`config.mk`:
```
export PLATFORM = sky130hd
export DESIGN_NAME = multi_digit_counter_display
export DESIGN_NICKNAME = d
export VERILOG_FILES = /design/src/rtl/mdcd_pkg.sv /design/src/rtl/seven_seg_decode.sv /design/src/rtl/multi_digit_counter_display.sv
export SDC_FILE = /design/constraint.sdc
export NUM_CORES = 1
export LEC_CHECK = 0
export ABC_CLOCK_PERIOD_IN_PS = 3200
export BUFFER_PORTS_ARGS = -buffer_cell sky130_fd_sc_hd__buf_2
export CAP_MARGIN = 10
export CORE_MARGIN = 1.5
export CORE_UTILIZATION = 55
export DETAILED_ROUTE_END_ITERATION = 7
export PLACE_DENSITY = 0.74
export SLEW_MARGIN = 15
export SYNTH_ARGS = -nofsm -noshare
export SYNTH_HDL_FRONTEND = slang
export SYNTH_HIERARCHICAL = 1
export SYNTH_SLANG_ARGS = --single-unit
```
`constraint.sdc`:
```
create_clock -name clock -period 3.2 [get_ports clock]
set_input_delay 0.16 -clock clock [delete_from_list [all_inputs] [get_ports clock]]
set_output_delay 0.16 -clock clock [all_outputs]
set_load 0.05 [all_outputs]
```
`src/rtl/mdcd_pkg.sv`:
```
// Shared types and constants for the multiplexed counter display: digit type,
// number bases and the seven-segment glyph table ({a,b,c,d,e,f,g}, active-high).
package mdcd_pkg;

  typedef logic [3:0] digit_t;

  localparam int BASE_HEX = 16;
  localparam int BASE_DEC = 10;

  localparam logic [6:0] SEG_BLANK = 7'b0000000;

  // Indexed by digit value; b and d are the lowercase forms.
  localparam logic [6:0] GLYPHS [16] = '{
    7'b1111110, 7'b0110000, 7'b1101101, 7'b1111001,
    7'b0110011, 7'b1011011, 7'b1011111, 7'b1110000,
    7'b1111111, 7'b1111011, 7'b1110111, 7'b0011111,
    7'b1001110, 7'b0111101, 7'b1001111, 7'b1000111
  };

endpackage

```
`src/rtl/seven_seg_decode.sv`:
```
// Combinational hex-to-seven-segment decoder, active-high {a,b,c,d,e,f,g}.
module seven_seg_decode
  import mdcd_pkg::*;
(
  input  digit_t      i_val,
  output logic [6:0]  o_seg
);

  assign o_seg = GLYPHS[i_val];

endmodule

```
`src/rtl/multi_digit_counter_display.sv`:
```
// Multi-digit cursor counter with multiplexed seven-segment scan.
// Optional cursor blinking is enabled by defining CURSOR_BLINK_EN.
module multi_digit_counter_display
  import mdcd_pkg::*;
#(
  parameter int NUM_DIGITS = 4,
  parameter int SCAN_DIV   = 50000,
  parameter int BLINK_DIV  = 12500000
) (
  input  logic                          clock,
  input  logic                          reset,
  input  logic                          move,
  input  logic                          count,
  input  logic                          dec_mode,
  output logic [6:0]                    seg,
  output logic [NUM_DIGITS-1:0]         an,
  output logic [$clog2(NUM_DIGITS)-1:0] cursor,
  output logic                          overflow
);

  localparam int CW = $clog2(NUM_DIGITS);
  localparam int DW = $clog2(SCAN_DIV);

  if (NUM_DIGITS < 2 || NUM_DIGITS > 8 || SCAN_DIV < 2 || BLINK_DIV < 1) begin : g_bad_param
    $error("multi_digit_counter_display: parameter out of range");
  end

  logic [NUM_DIGITS-1:0][3:0] r_digits;
  logic [NUM_DIGITS-1:0][3:0] w_digits_nx;
  logic [CW-1:0]              r_cursor;
  logic [CW-1:0]              r_scan;
  logic [DW-1:0]              r_div;
  logic                       r_move_q;
  logic                       r_count_q;
  logic                       r_overflow;
  logic [6:0]                 r_seg;
  logic [NUM_DIGITS-1:0]      r_an;

  logic   w_move_ev;
  logic   w_count_ev;
  logic   w_top_cy;
  digit_t w_base_m1;
  digit_t w_scan_val;
  logic [6:0] w_glyph;
  logic   w_blank;

  assign w_move_ev  = move  & ~r_move_q;
  assign w_count_ev = count & ~r_count_q;
  assign w_base_m1  = dec_mode ? digit_t'(BASE_DEC - 1) : digit_t'(BASE_HEX - 1);

  // Ripple from the cursor upward; ">=" also folds hex leftovers in decimal mode.
  always_comb begin
    logic cy;
    logic inc;
    w_digits_nx = r_digits;
    cy          = 1'b0;
    for (int i = 0; i < NUM_DIGITS; i++) begin
      inc = cy | (w_count_ev & (r_cursor == CW'(i)));
      cy  = 1'b0;
      if (inc) begin
        if (r_digits[i] >= w_base_m1) begin
          w_digits_nx[i] = 4'd0;
          cy             = 1'b1;
        end else begin
          w_digits_nx[i] = r_digits[i] + 4'd1;
        end
      end
    end
    w_top_cy = cy;
  end

  always_ff @(posedge clock) begin
    if (reset) begin
      r_digits   <= '0;
      r_cursor   <= '0;
      r_move_q   <= 1'b0;
      r_count_q  <= 1'b0;
      r_overflow <= 1'b0;
    end else begin
      r_digits   <= w_digits_nx;
      r_move_q   <= move;
      r_count_q  <= count;
      r_overflow <= w_top_cy;
      if (w_move_ev)
        r_cursor <= (r_cursor == CW'(NUM_DIGITS - 1)) ? '0 : r_cursor + CW'(1);
    end
  end

  assign w_scan_val = r_digits[r_scan];

  seven_seg_decode u_dec (
    .i_val (w_scan_val),
    .o_seg (w_glyph)
  );

`ifdef CURSOR_BLINK_EN
  localparam int BW = $clog2(BLINK_DIV + 1);

  logic [BW-1:0] r_blink_cnt;
  logic          r_phase;

  // Edits restart the blink so the touched digit shows immediately.
  always_ff @(posedge clock) begin
    if (reset || w_move_ev || w_count_ev) begin
      r_blink_cnt <= '0;
      r_phase     <= 1'b0;
    end else if (r_blink_cnt == BW'(BLINK_DIV - 1)) begin
      r_blink_cnt <= '0;
      r_phase     <= ~r_phase;
    end else begin
      r_blink_cnt <= r_blink_cnt + BW'(1);
    end
  end

  assign w_blank = r_phase & (r_scan == r_cursor);
`else
  assign w_blank = 1'b0;
`endif

  always_ff @(posedge clock) begin
    if (reset) begin
      r_div  <= '0;
      r_scan <= '0;
      r_seg  <= GLYPHS[0];
      r_an   <= ~NUM_DIGITS'(1);
    end else begin
      if (r_div == DW'(SCAN_DIV - 1)) begin
        r_div  <= '0;
        r_scan <= (r_scan == CW'(NUM_DIGITS - 1)) ? '0 : r_scan + CW'(1);
      end else begin
        r_div <= r_div + DW'(1);
      end
      r_seg <= w_blank ? SEG_BLANK : w_glyph;
      r_an  <= ~(NUM_DIGITS'(1) << r_scan);
    end
  end

  assign seg      = r_seg;
  assign an       = r_an;
  assign cursor   = r_cursor;
  assign overflow = r_overflow;

endmodule

```
; ---- Yosys cells after proc, flatten, opt, wreduce, memory -nomap -nowiden
; Memories as Yosys holds them, arrays and structs flattened. A register that Yosys moved wholly into a read port is not among the register bits.
; Index checks and enable logic that the tools add are counted.
[totals]
reg_bits = 43
latch_bits = 0
ram_bits = 0
romBits = 112
input_bits = 5
output_inout_bits = 14
mem_count = 1
[classes]
addsub = 7
n_mul = 0
div = 0
magnitude_cmp = 5
eq_ne = 5
shift = 1
n_mux = 16
n_bitwise = 14
reduce_logical = 3
[mem_list]
columns = name, words, word_bits, read_ports, rd_clocked_by_memory_dff, write_ports, line
row1 = (name not given), 16, 7, 1, 1, 0, seven_seg_decode.sv:9  ; assign o_seg = GLYPHS[i_val];
[ops]
columns = operator, count
row1 = 4-bit 2-to-1 mux, 5
row2 = 16-bit by 1-bit adder with 16-bit output (second input constant), 1
row3 = 4-bit by 1-bit adder with 4-bit output (second input constant), 4
row4 = 16-bit equality test (second input constant), 1
row5 = 4-bit greater-or-equal comparator, 4
row6 = 4-bit binary-select mux with 2-bit select, 1
row7 = 1-bit 2-to-1 mux, 7
row8 = 1-bit bitwise AND, 6
row9 = 2-bit equality test (second input constant), 3
row10 = 4-bit inverter with 5-bit output, 1
row11 = 2-bit by 1-bit adder with 2-bit output (second input constant), 2
row12 = 2-bit 2-to-1 mux, 2
row13 = 4-bit inverter, 1
row14 = 2-bit OR reduction, 2
row15 = 1-bit by 2-bit left shift with 4-bit output (first input constant), 1
row16 = 2-bit by 3-bit less-than comparator with 1-bit output (second input constant), 1
row17 = 3-bit 2-to-1 mux, 1
row18 = 1-bit inverter, 3
row19 = 1-bit OR, 3
row20 = 2-bit by 1-bit equality test with 1-bit output (second input constant), 1
row21 = 2-bit zero test, 1

; ---- Depth between registers and ports, before layout
[logic_depth]
word_depth = 11
ltp_mapped = 7
ltp_nobuf = 7

; ---- Modules after synthesis
; Netlist, hierarchy kept.
[by_module_without_submodules]
columns = mod, instances, cells_per_inst, area_per_inst_um2, seq_area_each_um2
row1 = multi_digit_counter_display, 1, 258, 2448.6, 1001.0
row2 = seven_seg_decode, 1, 33, 286.5, 0.0

; ---- Least setup slack after synthesis
; Ideal clock, no wire load.
[synth_path]
path_kind = reg-to-reg
start = register r_scan[0]
end = register r_seg[3] (netlist: seg[3])
arrival_ns = 2.369
path_slack_ns = 0.708
stages_incl_launch_ff = 7
n_path_buf = 1
period_less_slack_ns = 2.492
path_cell_list = dfxtp_1 > clkbuf_1 > mux4_1 > inv_1 > ha_1 > mux4_2 > or2_2
[synth_via]
elab_chain_len = 3
[synth_lines]
columns = item, line
row1 = "start, declared", multi_digit_counter_display.sv:31  ; logic [CW-1:0] r_scan;
row2 = "start signal, assigned", multi_digit_counter_display.sv:129  ; r_scan <= (r_scan == CW'(NUM_DIGITS - 1)) ? '0 : r_scan + CW'(1);
row3 = 4-bit binary-select mux with 2-bit select, multi_digit_counter_display.sv:89  ; assign w_scan_val = r_digits[r_scan];
row4 = 4-bit 2-to-1 mux (implied by the code), multi_digit_counter_display.sv:89
row5 = via w_scan_val[0], multi_digit_counter_display.sv:43  ; digit_t w_scan_val;
row6 = 4-bit inverter with 5-bit output (implied by the code), seven_seg_decode.sv:9
row7 = "end, declared", multi_digit_counter_display.sv:36  ; logic [6:0] r_seg;
; The timed path passes the listed nets, and every way through them passes these cells. The select of a mux whose other input is x is not followed.
; A chain may end at the register's enable or synchronous reset.

; ---- Final worst setup path
; Same ends and word-level chain as after synthesis.

==> results.yml <==
layout:
  final_layout_size_suffix_gt1_frac: 0.165
  design_area_um2: 2960
  fin_nets: 342
  syn2layout_area_growth_pct: 8.05
  diodes: 0
floorplan:
  die_x_um: 73.5
  start_util: 0.575
  die_y_um: 73.5
  rows: 25
  ioPinCount: 19
  die_area_um2: 5410
  core_area_um2: 4750
hold_path:
  holdCritPathClass: "primary input to flop"
  worstHoldPathCells: 2
  worstHoldEndpoint: "r_move_q"
  hold_start: "move"
synth:
  ys.flop_type: "dfxtp_1"
  yosysUniqueCellTypes: 53
  synth_edf_count: 0
  synthArstFlopShare: 0
  synth-compound-area-share: 0.109
  yosys.area.top_type_share: 0.366
  ys_ff_latch: 50
  synthTopCellsByArea: "dfxtp_1, ha_1, nor2_1"
  syn_area_per_cell_um2: 9.40
  netlist_instances: 291
  syn-num-nets: 324
  synth_top_family_by_area: "simple AND/OR/NAND/NOR gates"
  synthSimpleGateAreaFrac: 0.225
  muxShareOfSynthArea: 0.0805
  synth_xor_area_frac: 0.0544
  yosysTopAreaCell: "dfxtp_1"
  synth_warnings: 6
  netlist_area_um2: 2740
  yosys-top-cells-count: "dfxtp_1, nor2_1, ha_1"
  synth_seq_area_share: 0.366
  synth_most_common_cell: "dfxtp_1"
  synthAdderAreaFrac: 0.128
power_and_ir_drop:
  peakVddDrop_mv: 0.237
  p_leak_uw: 0.00119
  power_uw: 1180
  p_per_area_nw_per_um2: 398
clock_tree:
  cts_resized: 0
  cts_tree: "yes"
  clk_pin_slew_ns: 0.10
  post_cts_buffers: 0
  ctsHtreeMaxLevel: 2
  cts_hold_buf: 0
  clockBufferDepth: 2
  clock_latency_ns: 0.31
  clockRootBuffer: "clkbuf_8"
  cts_sinks: 50
  numCtsBuffers: 5
timing:
  tns_ns: 0
  skew_ns: 0.00870
  rsz0062_at_grt: "no"
  worst_pin_slew_ns: 0.541
  drv_slew: 0
  hold_viol: 0
  min_period_over_period: 0.787
  fin_crit_ns: 2.52
  max_freq_mhz: 397
  finalSetupViolCount: 0
  relSlewSlack: 0.640
grt:
  grt-ovfl-total: 0
  grt_pass1_vias: 1898
  antenna_found_initial: 0
  track_usage: 0.187
  grt_start_max_net_pins: 33
  grt_first_pass_wirelength_um: 8090
drt:
  dr_total_vias: 2027
  first_iter_violations: 68
  routedWlPerCell_um: 12.2
  wirelength_um: 4620
  viasPerCell: 5.38
  drc: 0
  drtPass1Iterations: 4
  ant_nets: 0
job:
  maxCapViolations: 0
placement:
  gp_congestion: 0.881
  dpl-instance-area_um2: 2860
  place_hpwl_um: 3410
  port_buffers: 18
worst_setup_path:
  critPathRequiredTime_ns: 3.40
  reg2reg_depth: 5
  ff2ff_setup_slack_ns: 0.68
  crit_arrival_ns: 2.72
  r2r_start: "r_scan[0]"
  worstSetupPathType: "flop to flop"
  critPathMaxFanout: 9
  r2r_end: "seg[3]"
  cp-end-kind: "flop"
  critPathLaunchType: "flop"
outcome:
  status: "finished clean"
## critical path: stages, from the launching register on
cell and delay [ns]:
dfxtp_1 0.57, mux4_1 0.68, inv_1 0.16, ha_1 0.27, mux4_2 0.46, or2_2 0.27
## through the flow
stage,instances,setup WS (ns),util,hold slack [ns]
3_3_place_gp,369,0.755,0.601,0.393
2_1_floorplan,291,0.708,-,0.288
6_report,377,0.681,0.622,0.0873
5_1_grt,377,0.516,0.622,0.0960
4_1_cts,377,0.673,0.622,0.0849
3_5_place_dp,369,0.696,0.601,0.403
## kinds of logic (layout without fill, tap and decap cells)
logic type,after synthesis,count (layout)
AND/OR/NAND/NOR,119,119
flip-flops,50,50
AO/OA/AOI/OAI,42,42
adder cells (fa/ha/maj),28,28
buffers and inverters,20,39
XOR/XNOR,17,17
multiplexers,15,15
## state kept, by name (all words and copies together), names as in the netlist
register   cells
r_scan         2
cursor         2
r_digits      16
seg            7
overflow       1
an             4
r_count_q      1
r_div         16
r_move_q       1
## worst max path at each step
stage	from	end	slack (ns)	cells after the start
floorplan	r_scan[0]	seg[3]	0.71	6
detailed placement	r_scan[0]	seg[3]	0.70	5
global route	r_scan[0]	seg[3]	0.52	5
CTS	r_scan[0]	seg[3]	0.67	5
global placement	r_scan[0]	seg[3]	0.75	5
finish	r_scan[0]	seg[3]	0.68	5
## routing by layer
metal  vias up  global-route usage  share of wire
li1       1051                   -              -
met1       948               0.242           0.50
met2        21               0.311           0.47
met3         7              0.0302          0.020
met4         0              0.0741          0.012
met5         -                   0              0
## layout by cell type (no fill, tap or decap), types with 3 or more instances in the layout
cell	n
dfxtp_1	50
nor2_1	39
ha_1	28
nand2_1	18
buf_2	18
a21oi_1	14
nand3_1	13
inv_1	12
xor2_1	10
o21ai_0	8
nand2b_1	8
nor3_1	7
xnor2_1	7
or2_2	7
mux2i_1	7
clkbuf_8	5
mux4_2	4
and3_1	4
nor2b_1	4
nand4_1	3
a21o_1	3
## where the power goes
part | leakage, uW | internal [uW] | switching, uW
registers | 0.000405 | 637 | 13.5
clock network | 0.0000502 | 162 | 226
logic | 0.000733 | 51.6 | 86.3
## final cells by class
| class | count | area, um^2 |
|---|---|---|
| fill | 402 | 1800 |
| clock buffer | 5 | 68.8 |
| sequential | 50 | 1000 |
| clock inverter | 3 | 28.8 |
| multi-input combinational | 221 | 1630 |
| inverter | 13 | 51.3 |
| tap | 67 | 83.8 |
| timing repair buffer | 18 | 90.1 |
(Power assumes the default switching activity.)
